## src/rtl/spi_master_if.sv

```systemverilog
// rtl/spi_master_if.sv - request/data and SPI pin bundle for spi_master
// Ports:
//   en_transit  transfer request (sampled by the master only while idle)
//   data[7:0]   byte to send, captured when the transfer starts
//   sck         SPI clock, mode 0 (idle low)
//   mosi        serial data out, MSB first
//   cs          active-low chip select
//   busy        high whenever the master is not idle
// Modports: master = the spi_master block, slave = the requester / pin observer.
interface spi_master_if;
  logic       en_transit;
  logic [7:0] data;
  logic       sck;
  logic       mosi;
  logic       cs;
  logic       busy;

  modport master (
    input  en_transit,
    input  data,
    output sck,
    output mosi,
    output cs,
    output busy
  );

  modport slave (
    output en_transit,
    output data,
    input  sck,
    input  mosi,
    input  cs,
    input  busy
  );
endinterface

```

## src/rtl/spi_master.sv

```systemverilog
// rtl/spi_master.sv - single-byte SPI mode-0 master with programmable SCK divider
// Parameters:
//   CLK_DIV  SCK half-period in clk cycles (1..255)
// Ports:
//   clk      system clock, all state changes on the rising edge
//   reset    asynchronous active-low reset, aborts any transfer
//   bus      spi_master_if.master: en_transit/data in, sck/mosi/cs/busy out
// Every output is a flop; nothing combinational reaches the pins.
module spi_master #(
  parameter int CLK_DIV = 1
) (
  input  logic          clk,
  input  logic          reset,
  spi_master_if.master  bus
);

  localparam logic [7:0] DIV_MAX = 8'(CLK_DIV - 1);

  typedef enum logic [1:0] {
    IDLE,
    TRANSFER,
    DONE
  } state_t;

  state_t     state_q, state_d;
  logic [7:0] shreg_q, shreg_d;
  logic [2:0] bitcnt_q, bitcnt_d;
  logic [7:0] div_q, div_d;
  logic       sck_q, sck_d;
  logic       mosi_q, mosi_d;
  logic       cs_q, cs_d;
  logic       busy_q, busy_d;

  always_ff @(posedge clk or negedge reset) begin
    if (!reset) begin
      state_q  <= IDLE;
      shreg_q  <= 8'd0;
      bitcnt_q <= 3'd0;
      div_q    <= 8'd0;
      sck_q    <= 1'b0;
      mosi_q   <= 1'b0;
      cs_q     <= 1'b1;
      busy_q   <= 1'b0;
    end else begin
      state_q  <= state_d;
      shreg_q  <= shreg_d;
      bitcnt_q <= bitcnt_d;
      div_q    <= div_d;
      sck_q    <= sck_d;
      mosi_q   <= mosi_d;
      cs_q     <= cs_d;
      busy_q   <= busy_d;
    end
  end

  always_comb begin
    state_d  = state_q;
    shreg_d  = shreg_q;
    bitcnt_d = bitcnt_q;
    div_d    = div_q;
    sck_d    = sck_q;
    mosi_d   = mosi_q;
    cs_d     = cs_q;
    busy_d   = busy_q;
    case (state_q)
      IDLE: begin
        cs_d   = 1'b1;
        sck_d  = 1'b0;
        mosi_d = 1'b0;
        busy_d = 1'b0;
        if (bus.en_transit) begin
          shreg_d  = bus.data;
          mosi_d   = bus.data[7];
          cs_d     = 1'b0;
          busy_d   = 1'b1;
          bitcnt_d = 3'd0;
          div_d    = 8'd0;
          state_d  = TRANSFER;
        end
      end
      TRANSFER: begin
        if (div_q == DIV_MAX) begin
          div_d = 8'd0;
          sck_d = ~sck_q;
          // sck_q high means this toggle is a falling edge: advance the data bit
          if (sck_q) begin
            if (bitcnt_q == 3'd7) begin
              state_d = DONE;
            end else begin
              // Rotate rather than shift so the register keeps every bit live;
              // bit 6 is always the next bit to present.
              mosi_d   = shreg_q[6];
              shreg_d  = {shreg_q[6:0], shreg_q[7]};
              bitcnt_d = bitcnt_q + 3'd1;
            end
          end
        end else begin
          div_d = div_q + 8'd1;
        end
      end
      DONE: begin
        // Hold cs low one more half-period after the last falling edge
        if (div_q == DIV_MAX) begin
          div_d   = 8'd0;
          cs_d    = 1'b1;
          mosi_d  = 1'b0;
          busy_d  = 1'b0;
          state_d = IDLE;
        end else begin
          div_d = div_q + 8'd1;
        end
      end
      default: begin
        state_d = IDLE;
      end
    endcase
  end

  assign bus.sck  = sck_q;
  assign bus.mosi = mosi_q;
  assign bus.cs   = cs_q;
  assign bus.busy = busy_q;

endmodule

```

## src/flat_wrapper.sv

```systemverilog
// flat-port wrapper written by rule: the top's interface ports become plain ports
module spi_master_flat 
#(
  parameter int CLK_DIV = 1
)
  (clk, reset, bus_en_transit, bus_data, bus_sck, bus_mosi, bus_cs, bus_busy);
  spi_master_if bus_i ();
  input  logic clk;
  input  logic reset;
  input wire logic [$bits(bus_i.en_transit)-1:0] bus_en_transit;
  input wire logic [$bits(bus_i.data)-1:0] bus_data;
  output wire logic [$bits(bus_i.sck)-1:0] bus_sck;
  output wire logic [$bits(bus_i.mosi)-1:0] bus_mosi;
  output wire logic [$bits(bus_i.cs)-1:0] bus_cs;
  output wire logic [$bits(bus_i.busy)-1:0] bus_busy;
  assign bus_i.en_transit = bus_en_transit;
  assign bus_i.data = bus_data;
  assign bus_sck = bus_i.sck;
  assign bus_mosi = bus_i.mosi;
  assign bus_cs = bus_i.cs;
  assign bus_busy = bus_i.busy;
  spi_master #(.CLK_DIV(CLK_DIV)) u_core (.clk(clk), .reset(reset), .bus(bus_i));
endmodule
```

## config.mk

```make
export PLATFORM = sky130hd
export DESIGN_NAME = spi_master_flat
export DESIGN_NICKNAME = d
export VERILOG_FILES = /design/src/rtl/spi_master_if.sv /design/src/rtl/spi_master.sv /design/src/flat_wrapper.sv
export SDC_FILE = /design/constraint.sdc
export NUM_CORES = 1
export LEC_CHECK = 0
export BUFFER_PORTS_ARGS = -buffer_cell sky130_fd_sc_hd__buf_2
export CORE_UTILIZATION = 40
export DETAILED_ROUTE_END_ITERATION = 8
export MAX_ROUTING_LAYER = met4
export PLACE_DENSITY = 0.68
export SYNTH_ARGS = -nofsm -noshare
export SYNTH_HDL_FRONTEND = slang
export SYNTH_SLANG_ARGS = --single-unit
```

## constraint.sdc

```tcl
create_clock -name clk -period 2.55 [get_ports clk]
set_input_delay 0.1275 -clock clk [delete_from_list [all_inputs] [get_ports clk]]
set_output_delay 0.1275 -clock clk [all_outputs]
set_load 0.01 [all_outputs]
```

==> metrics.md <==
| Metric | Value |
|---|---|
| R2r startpoint | `u_core.div_q[0]$_DFFE_PN0P_` |
| Reg2reg setup slack | `490 ps` |
| Compound-Gate Fraction of Synth Area | `12.5%` |
| Hpwl dp | `2090 um` |
| Max-cap violations | `0` |
| Largest net degree at the start of global routing | `26` |
| Simple-gate area share of the yosys netlist | `15.0%` |
| Ys async rst share | `100%` |
| Switch Pwr | `0.142 mW` |
| Post-CTS setup buffer count | `0` |
| Die X | `62.8 um` |
| Synthesized area per cell | `10.7 um^2` |
| DR vias | `1088` |
| Nets | `173` |
| Final hold violations | `0` |
| CTS clk-pin slew, worst paths | `90 ps` |
| Slew @ Worst Pin | `563 ps` |
| Slew Limit Headroom | `62.5%` |
| Core Rows | `21` |
| Critical path launch point type | `register` |
| Diodes inserted | `0` |
| Share of the synthesized area in the top cell type | `40.6%` |
| Cell variety after synth | `39` |
| Synth area leaders | `dfrtp_1 (41%), mux2_2 (14%), ha_1 (6.8%)` |
| Adder-cell share of the synthesized area | `6.77%` |
| Latest clock arrival within the worst-skew pair | `270 ps` |
| Global-route wire length before repair | `5220 um` |
| Clock Skews | `3.79 ps` |
| Die H | `62.8 um` |
| Port bufs | `14` |
| Initial DRT Pass Iterations | `4` |
| Layout cells sized above 1 | `30.7%` |
| Syn-to-layout area delta | `11.1%` |
| Worst Setup Path Type | `reg2reg` |
| Total negative slack | `0 ps` |
| RD Place Congestion | `0.792` |
| TritonCTS sink count | `25` |
| Path depth of the worst reg2reg path | `6` |
| Period minus WS final | `2060 ps` |
| RSZ-0062 raised after global routing | `no` |
| Final period util | `80.7%` |
| Final ANT Viol Nets | `0` |
| Main flop type after synthesis | `dfrtp_1` |
| Sw Share | `21.2%` |
| CP required | `2710 ps` |
| LEAKAGE | `0.715 nW` |
| Seq/Total Area, Yosys | `42.4%` |
| Commonest non-fill, non-tap cell in the layout | `dfrtp_1` |
| Worst setup EP type | `register` |
| Power Density | `410 nW/um^2` |
| Clk pwr share | `35.1%` |
| Mapped cell area | `1480 um^2` |
| CTS tree | `built` |
| Most frequent cells in the layout | `dfrtp_1 (24), mux2_2 (19), buf_2 (14)` |
| Initial core utilization | `43.0%` |
| Cell Chain, Critical Path | `inv_1 -> ha_1 -> nor4b_4 -> nand2_2 -> a211oi_2 -> mux2_2` |
| Worst VDD drop | `0.245 mV` |
| Final setup vio count | `0` |
| Int Pwr | `0.531 mW` |
| Sequential power share | `60.3%` |
| Total GRT Usage | `17.6%` |
| Slew Limit Fails | `0` |
| Synth Area in XOR/XNOR | `2.37%` |
| Crit-path slowest cell | `dfrtp_1` |
| Worst Path Max Fanout | `8` |
| Cells after synthesis | `138` |
| Arr. time, crit path | `2220 ps` |
| CTS Root Cell | `clkbuf_8` |
| Number of synthesized flops with an enable pin | `0` |
| H-tree depth | `1` |
| Number of I/O pins | `15` |
| Initial antenna violation count | `0` |
| CTS Buf Count | `3` |
| Via density per instance | `5.47` |
| Post-Syn Nets | `157` |
| Mux cell area share after synthesis | `17.2%` |
| Drt initial violations | `38` |
| GRT overflow | `0` |
| R2R Path End | `u_core.bus.mosi$_DFFE_PN0P_` |
| Fmax achieved | `486 MHz` |
| Tightest Hold Check Type | `in2reg` |
| Core area | `3440 um^2` |
| Area leader, netlist | `dfrtp_1` |
| Vias in the first global route | `1124` |
| Routed wire per std cell | `14.2 um` |
| Placement Cell Area | `1590 um^2` |
| Status | `finished clean` |
| Ys Warns | `0` |
| Maximum root-to-sink buffer count | `2` |
| Crit path to | `u_core.bus.mosi$_DFFE_PN0P_` |
| Final wirelength | `2830 um` |
| Setup crit start | `u_core.div_q[0]$_DFFE_PN0P_` |
| Drt drc | `0` |
| Number of synthesized register bits | `25` |
| Design area | `1640 um^2` |
| Largest stage delay, worst path | `430 ps` |
| Combinational share of power | `4.5%` |
| Largest family of logic cells by synthesized area | `multiplexers` |
| DIE AREA | `3940 um^2` |
[metrics by stage]
step | setup WS [ps] | hold WS [ps] | total power [mW] | instances | utilization (%)
3_3_place_gp | 516 | 143 | 0.442 | 194 | 46.1
3_5_place_dp | 476 | 155 | 0.444 | 194 | 46.1
6_report | 492 | 215 | 0.673 | 199 | 47.7
4_1_cts | 463 | 213 | 0.683 | 199 | 47.7
5_1_grt | 332 | 224 | 0.702 | 199 | 47.7
2_1_floorplan | 742 | -168 | 0.424 | 138 | -
[synth_stat cells (2+ instances only)]
cell type and number:
inv_1 8, o21ai_0 11, ha_1 8, nand3_1 8, dfrtp_1 24, nand4_1 2
nor2_1 7, a21oi_1 5, xnor2_1 3, buf_2 3, nand2_1 8, mux2i_1 4
mux2_2 19, nor3_1 3
[routing by layer]
| metal | vias up | global-route usage (%) | wire, um |
|---|---|---|---|
| li1 | 527 | - | - |
| met1 | 531 | 22.4 | 1360 |
| met2 | 25 | 27.6 | 1360 |
| met3 | 5 | 2.74 | 70 |
| met4 | 0 | 7.56 | 47 |
| met5 | - | - | 0 |
[worst min path at each step]
stage,startpoint,to,slack [ps],cells past startpoint
2_1_floorplan,reset,u_core.bitcnt_q[0]$_DFFE_PN0P_,-170,0
3_3_place_gp,reset,u_core.bus.sck$_DFFE_PN0P_,140,1
3_5_place_dp,reset,u_core.bus.sck$_DFFE_PN0P_,150,1
4_1_cts,bus_data[0],u_core.shreg_q[0]$_DFFE_PN0P_,210,3
5_1_grt,bus_data[1],u_core.shreg_q[1]$_DFFE_PN0P_,220,3
6_report,bus_data[0],u_core.shreg_q[0]$_DFFE_PN0P_,210,3
[what timing repair did]
item	4_1_cts	5_1_grt
setup endpoints to repair	0	0
endpoints found under the hold margin	24	0
gates resized for setup	0	0
hold buffers	1	0
[critical path, delay by kind of cell, from the launching register on]
kind	cells	cell delay (ps)
simple gates	2	640
fa+ha+maj	1	150
buf+inv	1	70
compound gates	1	290
flops	1	430
mux	1	360
[sequential cells by signal, indices dropped and copies added, names as in the netlist]
| register | cells |
|---|---|
| u_core.shreg_q | 8 |
| u_core.bus.sck | 1 |
| u_core.bus.cs | 1 |
| u_core.bitcnt_q | 3 |
| u_core.bus.busy | 1 |
| u_core.div_q | 8 |
| u_core.bus.mosi | 1 |
| u_core.state_q | 2 |
[cells by family (layout without fill, tap and decap cells)]
logic type	Yosys count	after routing
AND/OR/NAND/NOR	38	38
AO/OA/AOI/OAI	27	27
flip-flops	25	25
multiplexers	23	23
buffers and inverters	13	28
adder cells (fa/ha/maj)	8	8
XOR/XNOR	4	4
[area by class of cell]
type	count	area, um^2
fill	336	1800
tap	46	57.6
sequential	25	627
multi-input combinational	100	796
clock buffer	4	45.0
timing repair buffer	16	87.6
inverter	8	30.0
[power groups by stage]
stage | logic, mW | clock network [mW] | registers, mW
after global routing | 0.0350 | 0.260 | 0.407
after floorplan | 0.0117 | 0 | 0.413
after detailed placement | 0.0303 | 0 | 0.414
after global placement | 0.0287 | 0 | 0.413
after CTS | 0.0317 | 0.245 | 0.406
final | 0.0305 | 0.236 | 0.406
Note: power is estimated with default switching activity, not from simulation.
